<file path="src/rtl/alu_pkg.sv">
// Shared ALU definitions: multiplier FSM state encoding, default datapath width, width helper.
// Latency: n/a (types and constants only).
// Backpressure: n/a.
package alu_pkg;

    // Default ALU datapath width.
    localparam int ALU_W = 32;

    // Sequential multiplier control states.
    typedef enum logic [1:0] {
        MUL_IDLE = 2'd0,
        MUL_RUN  = 2'd1,
        MUL_DONE = 2'd2
    } mul_state_t;

    // ceil(log2(v)), clamped to at least 1 so a counter always has one bit.
    function automatic int clog2(input int v);
        int r;
        r = 0;
        for (int i = 0; i < 31; i++) begin
            if ((1 << r) < v) begin
                r = r + 1;
            end
        end
        return (r < 1) ? 1 : r;
    endfunction

endpackage

</file>
<file path="src/rtl/add_all.sv">
// N-bit ripple-carry adder used by the ALU and by the sequential multiplier.
// Latency: combinational. Backpressure: none.
// Ports: a_i/b_i operands, cin_i carry-in, sum_o N-bit sum, cout_o carry-out.
module add_all #(
    parameter int N = 32
) (
    input  logic [N-1:0] a_i,
    input  logic [N-1:0] b_i,
    input  logic         cin_i,
    output logic [N-1:0] sum_o,
    output logic         cout_o
);

    logic c;

    always_comb begin
        sum_o = '0;
        c     = cin_i;
        for (int i = 0; i < N; i++) begin
            sum_o[i] = a_i[i] ^ b_i[i] ^ c;
            c        = (a_i[i] & b_i[i]) | (c & (a_i[i] ^ b_i[i]));
        end
        cout_o = c;
    end

endmodule

</file>
<file path="src/rtl/mul_seq.sv">
// Iterative shift-and-add unsigned multiplier built around one add_all instance.
// Latency: N+1 cycles start->done (1 cycle for zero operands when MUL_SEQ_ZERO_BYPASS_EN is defined).
// Backpressure: none; start is only accepted in IDLE or DONE, ignored while busy.
// Ports: clk, rst (async active-high), start/a/b request, busy, done pulse, product (held).
// Optional feature macro: MUL_SEQ_ZERO_BYPASS_EN (zero operand skips the iteration).
module mul_seq
    import alu_pkg::*;
#(
    parameter int N = ALU_W
) (
    input  logic           clk,
    input  logic           rst,
    input  logic           start,
    input  logic [N-1:0]   a,
    input  logic [N-1:0]   b,
    output logic           busy,
    output logic           done,
    output logic [2*N-1:0] product
);

    localparam int            CW       = clog2(N);
    localparam logic [CW-1:0] CNT_LAST = CW'(N - 1);

    mul_state_t      state_q, state_d;
    logic [2*N-1:0]  acc_q, acc_d;
    logic [N-1:0]    mcand_q, mcand_d;
    logic [CW-1:0]   cnt_q, cnt_d;
    logic [2*N-1:0]  product_q, product_d;

    logic [N-1:0]    add_b;
    logic [N-1:0]    sum;
    logic            cout;
    logic [2*N-1:0]  acc_shift;
    logic            zero_op;

    // Upper half of acc accumulates; low half holds the not-yet-consumed
    // multiplier bits, LSB first.
    assign add_b = acc_q[0] ? mcand_q : '0;

    add_all #(.N(N)) u_add (
        .a_i    (acc_q[2*N-1:N]),
        .b_i    (add_b),
        .cin_i  (1'b0),
        .sum_o  (sum),
        .cout_o (cout)
    );

    // Carry-out becomes the new MSB, so no partial sum is ever lost.
    assign acc_shift = {cout, sum, acc_q[N-1:1]};

`ifdef MUL_SEQ_ZERO_BYPASS_EN
    assign zero_op = (a == '0) || (b == '0);
`else
    assign zero_op = 1'b0;
`endif

    always_comb begin
        state_d   = state_q;
        acc_d     = acc_q;
        mcand_d   = mcand_q;
        cnt_d     = cnt_q;
        product_d = product_q;
        case (state_q)
            MUL_IDLE, MUL_DONE: begin
                if (start) begin
                    mcand_d = a;
                    acc_d   = {{N{1'b0}}, b};
                    cnt_d   = '0;
                    if (zero_op) begin
                        product_d = '0;
                        state_d   = MUL_DONE;
                    end else begin
                        state_d   = MUL_RUN;
                    end
                end else begin
                    state_d = MUL_IDLE;
                end
            end
            MUL_RUN: begin
                acc_d = acc_shift;
                if (cnt_q == CNT_LAST) begin
                    // Final iteration: capture the result straight from the
                    // shifted value so it is visible during the DONE cycle.
                    // cnt is left at N-1 rather than wrapping.
                    product_d = acc_shift;
                    state_d   = MUL_DONE;
                end else begin
                    cnt_d = cnt_q + 1'b1;
                end
            end
            default: state_d = MUL_IDLE;
        endcase
    end

    always_ff @(posedge clk or posedge rst) begin
        if (rst) begin
            state_q   <= MUL_IDLE;
            acc_q     <= '0;
            mcand_q   <= '0;
            cnt_q     <= '0;
            product_q <= '0;
        end else begin
            state_q   <= state_d;
            acc_q     <= acc_d;
            mcand_q   <= mcand_d;
            cnt_q     <= cnt_d;
            product_q <= product_d;
        end
    end

    assign busy    = (state_q == MUL_RUN);
    assign done    = (state_q == MUL_DONE);
    assign product = product_q;

endmodule

</file>
<file path="config.mk">
export PLATFORM = sky130hd
export DESIGN_NAME = mul_seq
export DESIGN_NICKNAME = d
export VERILOG_FILES = /design/src/rtl/alu_pkg.sv /design/src/rtl/add_all.sv /design/src/rtl/mul_seq.sv
export SDC_FILE = /design/constraint.sdc
export NUM_CORES = 1
export LEC_CHECK = 0
export ABC_AREA = 1
export BUFFER_PORTS_ARGS = -buffer_cell sky130_fd_sc_hd__buf_4
export CAP_MARGIN = 20
export CORE_ASPECT_RATIO = 1.25
export CORE_MARGIN = 4
export CORE_UTILIZATION = 40
export CTS_BUF_LIST = sky130_fd_sc_hd__clkbuf_16
export CTS_CLUSTER_SIZE = 10
export DETAILED_ROUTE_END_ITERATION = 10
export PLACE_DENSITY = 0.62
export SLEW_MARGIN = 10
export SYNTH_ARGS = -nofsm -noshare
export SYNTH_HDL_FRONTEND = slang
export SYNTH_SLANG_ARGS = --single-unit
</file>
<file path="constraint.sdc">
create_clock -name clk -period 25.9 [get_ports clk]
set_input_delay 1.295 -clock clk [delete_from_list [all_inputs] [get_ports clk]]
set_output_delay 1.295 -clock clk [all_outputs]
set_load 0.05 [all_outputs]
</file>
==> summary.md, run 1 <==
| Metric | Value |
|---|---|
| Grt ovf | `0` |
| Pre-antenna DRT Iters | `4` |
| Clock root cell | `clkbuf_16` |
| Vias | `5424` |
| CP Class | `flip-flop to flip-flop` |
| Post-synth net total | `873` |
| IO buf count | `132` |
| CORE AREA | `0.0181 mm^2` |
| R2R Path Start | `acc_q[0]` |
| Cts hold-fix bufs | `0` |
| Syn avg cell area | `9.51 um^2` |
| Slew Limit Fails | `0` |
| Fmax | `70.2 MHz` |
| Leak pwr | `4.37 nW` |
| Initial antenna violation count | `0` |
| Crit path capture type | `flip-flop` |
| Int Pwr | `743 uW` |
| Most common cell after layout, fill and taps aside | `nand2_1` |
| I/O pins | `133` |
| Diode count | `0` |
| Syn-to-layout area delta | `22.3%` |
| TritonCTS clock tree | `done` |
| Final WL | `16500 um` |
| First-pass GRT wire length | `28200 um` |
| Routed Antenna Nets | `0` |
| Critical R2R Capture | `acc_q[62]` |
| Number of global-route vias before repair | `5640` |
| Reg power frac | `0.343` |
| Mean number of vias per cell | `4.84` |
| RSZ-0062 raised after global routing | `false` |
| Synth cell types | `21` |
| PD cells | `146 mW/mm^2` |
| CP max stage cell | `dfrtp_1` |
| Post-Syn Area | `0.00734 mm^2` |
| Avg WL per Cell | `14.7 um` |
| H-tree levels | `4` |
| CTS Buf Count | `17` |
| Std cell rows | `55` |
| Yosys reg bits | `167` |
| Detailed Place HPWL | `10400 um` |
| Startpoint types | `flip-flop` |
| Routability cong. | `0.730` |
| CP endpoint | `acc_q[62]` |
| Fin. Hold Viols | `0` |
| NumNets Final | `981` |
| WP data required | `26.16 ns` |
| Die Height | `159 um` |
| Seq/Total Area, Yosys | `0.569` |
| Synth warnings | `0` |
| Max_slew headroom | `0.346` |
| Sw Pwr | `571 uW` |
| Fin crit period | `14.25 ns` |
| Most frequent cells in the layout | `272 x nand2_1, 167 x dfrtp_1, 134 x buf_4, 61 x o21ai_0, 44 x inv_1` |
| Longest Clk Path Bufs | `2` |
| Max cap viols | `0` |
| Combinational share of power | `0.472` |
| Worst-Skew Late Latency | `0.42 ns` |
| Pin count of the biggest net entering global routing | `98` |
| Clock skew | `0.00793 ns` |
| R2R Setup Slk | `11.65 ns` |
| Final setup TNS | `0 ns` |
| Clock share of power | `0.185` |
| Period utilization | `0.550` |
| CTS clk-pin slew, worst paths | `0.06 ns` |
| PostCTS Resize Cnt | `0` |
| Post-CTS Setup Inserts | `0` |
| DP Cell Count | `1088` |
| CP startpoint | `acc_q[0]` |
| Share of cells above drive strength 1 | `0.198` |
| Die footprint | `0.0206 mm^2` |
| DR iter-0 viols | `315` |
| Status | `complete, no violations` |
| Switching share of power | `0.435` |
| CP Data Arrival Time | `14.51 ns` |
| Residual DRC | `0` |
| Max Fanout on Critical Path | `22` |
| CP peak stage delay | `0.65 ns` |
| Post-route insts no fill | `1120` |
| Cell mode on critical path | `fa_1` |
| HP Class | `flip-flop to flip-flop` |
| DIE WIDTH | `129 um` |
| Sink Count | `167` |
| Slew @ Worst Pin | `0.981 ns` |
| Reg2reg path depth | `39` |
| Initial Utilization | `0.406` |
| Cells after Synth | `772` |
| Max VDD drop | `67.6 uV` |
| Total track usage | `0.170` |
| Final setup fails | `0` |
==> sequential cells by signal, indices dropped and copies added (netlist names) <==
name / count
product: 64
cnt_q: 5
state_q: 2
mcand_q: 32
acc_q: 64
==> through the flow <==
step | util | setup WS [ns] | cell area (um^2) | total power [mW] | hold WS [ns]
6_report | 0.496 | 11.65 | 8980 | 1.31 | 0.470
5_1_grt | 0.496 | 11.07 | 8980 | 1.43 | 0.491
4_1_cts | 0.495 | 11.17 | 8950 | 1.33 | 0.474
3_5_place_dp | 0.464 | 11.26 | 8390 | 1.08 | 0.458
3_3_place_gp | 0.464 | 11.36 | 8390 | 1.07 | 0.453
2_1_floorplan | - | 12.35 | 7340 | 0.906 | 0.442
==> how the worst min path moves through the flow <==
stage,start,end,cells past startpoint
floorplan,mcand_q[0],mcand_q[0],2
global placement,mcand_q[29],mcand_q[29],2
detailed placement,mcand_q[29],mcand_q[29],2
CTS,mcand_q[25],mcand_q[25],2
global route,mcand_q[10],mcand_q[10],2
finish,mcand_q[28],mcand_q[28],2
==> cell usage after synthesis, drive strengths merged <==
cell	n	share of area
a21oi	17	0.012
buf	29	0.025
clkbuf	17	0.0087
dfrtp	167	0.57
fa	31	0.085
ha	3	0.0051
inv	47	0.024
nand2	276	0.14
nand3	34	0.023
nor2	37	0.019
o21ai	84	0.059
o22ai	30	0.026
==> cell families after synthesis <==
family	Yosys count	share of synthesized area
compound gates	131	0.0965
fa+ha+maj	34	0.0897
simple gates	347	0.187
flops	167	0.569
buf+inv	93	0.0576
==> layout make-up <==
type	count	area [um^2]
fillers	1729	9120
well taps	228	285
flip-flops and latches	167	4180
clock buffers	17	425
clock inverters	14	138
inverters	47	181
multi-input cells	512	2740
repair buffers	135	1030
==> power groups by stage <==
stage | logic [mW] | clock network, mW | registers (mW)
after floorplan | 0.334 | 0 | 0.571
after global placement | 0.609 | 0 | 0.457
after detailed placement | 0.621 | 0 | 0.460
after CTS | 0.624 | 0.252 | 0.456
after global routing | 0.699 | 0.261 | 0.466
final | 0.620 | 0.244 | 0.450
==> routing by layer <==
metal / share of wire / vias up / GRT usage
li1: - / 2674 / -
met1: 0.45 / 2621 / 0.228
met2: 0.49 / 109 / 0.278
met3: 0.044 / 20 / 0.0356
met4: 0.013 / 0 / 0.0521
met5: 0 / - / 0
==> worst max-delay path: cells and delay by family, from the launching register on <==
family / cells / cell delay [ns]
flops: 1 / 0.65
compound gates: 1 / 0.09
simple gates: 1 / 0.06
fa+ha+maj: 32 / 12.81
buf+inv: 5 / 0.46
Note: power is estimated with default switching activity, not from simulation.
==> inputs of run 2 (changes only) <==
--- a/config.mk
+++ b/config.mk
@@ -5,7 +5,7 @@
 export SDC_FILE = /design/constraint.sdc
 export NUM_CORES = 1
 export LEC_CHECK = 0
-export ABC_AREA = 1
+export ABC_AREA = 0
 export BUFFER_PORTS_ARGS = -buffer_cell sky130_fd_sc_hd__buf_4
 export CAP_MARGIN = 20
 export CORE_ASPECT_RATIO = 1.25
@@ -14,7 +14,7 @@
 export CTS_BUF_LIST = sky130_fd_sc_hd__clkbuf_16
 export CTS_CLUSTER_SIZE = 10
 export DETAILED_ROUTE_END_ITERATION = 10
-export PLACE_DENSITY = 0.62
+export PLACE_DENSITY = 0.64
 export SLEW_MARGIN = 10
 export SYNTH_ARGS = -nofsm -noshare
 export SYNTH_HDL_FRONTEND = slang
==> constraint.sdc (replaced) <==
create_clock -name clk -period 12.9 [get_ports clk]
set_input_delay 0.645 -clock clk [delete_from_list [all_inputs] [get_ports clk]]
set_output_delay 0.645 -clock clk [all_outputs]
set_load 0.05 [all_outputs]
==> summary.md, run 2 <==
| Metric | Value |
|---|---|
| Pre-antenna DRT Iters | `4` |
| CP Class | `flip-flop to flip-flop` |
| DIE WIDTH | `129 um` |
| Area share of the leading cell type in the synthesized netlist | `0.571` |
| Residual DRC | `0` |
| Clock share of power | `0.194` |
| Max Fanout on Critical Path | `2` |
| Max VDD drop | `138 uV` |
| Final setup fails | `0` |
| Synth warnings | `0` |
| Initial Utilization | `0.406` |
| Number of fill cells in the layout | `1671` |
| CTS clk-pin slew, worst paths | `0.06 ns` |
| Switching share of power | `0.420` |
| Share of cells above drive strength 1 | `0.286` |
| CP Buf/Inv Count | `3` |
| Register area | `0.00418 mm^2` |
| First-pass GRT wire length | `27100 um` |
| Syn avg cell area | `10.7 um^2` |
| NumNets Final | `903` |
| R2R Path Start | `mcand_q[0]` |
| Combinational share of power | `0.460` |
| Routability cong. | `0.709` |
| Cells after Synth | `686` |
| Async SR Flop Fraction | `1.00` |
| Die Height | `159 um` |
| Slew Limit Fails | `0` |
| Startpoint types | `flip-flop` |
| Seq/Total Area, Yosys | `0.571` |
| Clock root cell | `clkbuf_16` |
| Hold WS | `0.257 ns` |
| Syn-to-layout area delta | `24.4%` |
| Number of global-route vias before repair | `5422` |
| Post-CTS Setup Inserts | `0` |
| Post-Syn Area | `0.00731 mm^2` |
| Fin crit period | `12.38 ns` |
| Most common cell after layout, fill and taps aside | `nand2_1` |
| Fmax | `80.8 MHz` |
| Area of the multi-input gates | `0.00284 mm^2` |
| Mean number of vias per cell | `4.87` |
| Max cap viols | `0` |
| Fin. Hold Viols | `0` |
| Die footprint | `0.0205 mm^2` |
| Slew @ Worst Pin | `1.03 ns` |
| Cell taking the most area after synthesis | `dfrtp_1` |
| HP Class | `input port to asynchronous set/reset pin` |
| Clock skew | `0.00799 ns` |
| Final WL | `15800 um` |
| Longest Clk Path Bufs | `2` |
| Routed Antenna Nets | `0` |
| DR iter-0 viols | `172` |
| PostCTS Resize Cnt | `9` |
| Reg power frac | `0.347` |
| Sw Pwr | `1.10 mW` |
| Top post-synthesis cells by area | `dfrtp_1 57%, nand2_1 12%, fa_1 8.5%` |
| H-tree levels | `4` |
| Total track usage | `0.164` |
| Initial antenna violation count | `0` |
| Max_slew headroom | `0.312` |
| Leak pwr | `4.18 nW` |
| Post-synth net total | `787` |
| Int Pwr | `1.52 mW` |
| IO buf count | `132` |
| PD cells | `288 mW/mm^2` |
| Ys flop type | `dfrtp_1` |
| Worst-Skew Late Latency | `0.42 ns` |
| Most numerous cell in the Yosys netlist | `nand2_1` |
| Vias | `5080` |
| Delay-heaviest family, CP | `adder cells` |
| Synth cell types | `26` |
| Post-route cell area | `0.00910 mm^2` |
| CORE AREA | `0.0180 mm^2` |
| CP peak stage delay | `0.50 ns` |
| Cell mode on critical path | `fa_2` |
| Diode count | `0` |
| I/O pins | `133` |
| CTS Buf Count | `17` |
| Pin count of the biggest net entering global routing | `111` |
| Crit path capture type | `flip-flop` |
| WP data required | `13.16 ns` |
| Post-synth EDFFs | `0` |
| TritonCTS clock tree | `done` |
| CP max stage cell | `fa_1` |
| Avg WL per Cell | `15.1 um` |
| CP startpoint | `mcand_q[0]` |
| Status | `complete, no violations` |
| Cts hold-fix bufs | `0` |
| Yosys reg bits | `167` |
| Detailed Place HPWL | `10300 um` |
| RSZ-0062 raised after global routing | `false` |
| CP Data Arrival Time | `12.63 ns` |
| Period utilization | `0.959` |
| Grt ovf | `0` |
| Std cell rows | `55` |
| Top cells by count, synth | `229 x nand2_1, 167 x dfrtp_1, 36 x inv_1` |
| Most frequent cells in the layout | `229 x nand2_1, 167 x dfrtp_1, 138 x buf_4, 36 x inv_1, 35 x o21ai_0` |
| Placed inst area | `0.00845 mm^2` |
| Sink Count | `167` |
==> run 2: changes by cell type in the layout (fill, tap and decap cells not counted), sizes merged, moves of 30 or more <==
cell     before  now
nand2       276  229
o2bb2ai       0   31
o21ai        84   35
mux2          0   33
o22ai        30    0
nand3        34    0
a31oi         0   32
==> run 2: per-layer routing <==
layer / vias to the layer above / wire length (um) / global-route usage
met2: 111 / 7770 / 0.264
li1: 2461 / - / -
met3: 14 / 831 / 0.0463
met5: - / 0 / 0
met4: 0 / 183 / 0.0444
met1: 2494 / 7010 / 0.219
==> run 2: power groups by stage <==
stage               logic, mW  clock network, mW  registers [mW]
detailed placement       1.21                  0           0.916
CTS                      1.22              0.521           0.911
global placement         1.18                  0           0.914
finish                   1.21              0.508           0.909
global route             1.36              0.545           0.941
floorplan               0.594                  0            1.18
==> run 2: worst paths after layout <==
| kind | slack (ns) | cells past startpoint | to |
|---|---|---|---|
| hold / removal | 0.26 | 2 | acc_q[1] |
| hold reg to reg | 0.47 | 2 | mcand_q[0] |
| max in group asynchronous | 11.50 | 3 | product[12] |
| setup / recovery | 0.52 | 37 | product[62] |
| setup reg to reg | 0.52 | 37 | product[62] |
| min in group clk | 0.41 | 3 | mcand_q[21] |
==> run 2: cells by family after synthesis <==
group,Yosys count,synth area share
and+or+nand+nor,272,0.145
DFF,167,0.571
AOI/OAI and AO/OA,99,0.0896
buffers and inverters,79,0.0503
muxes,35,0.0535
adders and majority gates,34,0.0900
==> run 2: layout make-up <==
| cell class | count | area share |
|---|---|---|
| well taps | 228 | 0.0313 |
| repair buffers | 139 | 0.117 |
| flip-flops and latches | 167 | 0.459 |
| clock inverters | 15 | 0.0177 |
| inverters | 37 | 0.0158 |
| multi-input cells | 440 | 0.312 |
| clock buffers | 17 | 0.0467 |
==> run 2: per-stage QoR <==
step | TNS, ns | total power, mW | std cells | setup slack, ns | utilization
floorplan | 0 | 1.77 | 686 | 0.0446 | -
global placement | -0.790 | 2.10 | 1010 | -0.275 | 0.468
detailed placement | -1.41 | 2.13 | 1010 | -0.426 | 0.468
CTS | 0 | 2.66 | 1042 | 0.0486 | 0.502
global route | 0 | 2.85 | 1043 | 0.0239 | 0.505
finish | 0 | 2.62 | 1043 | 0.524 | 0.505
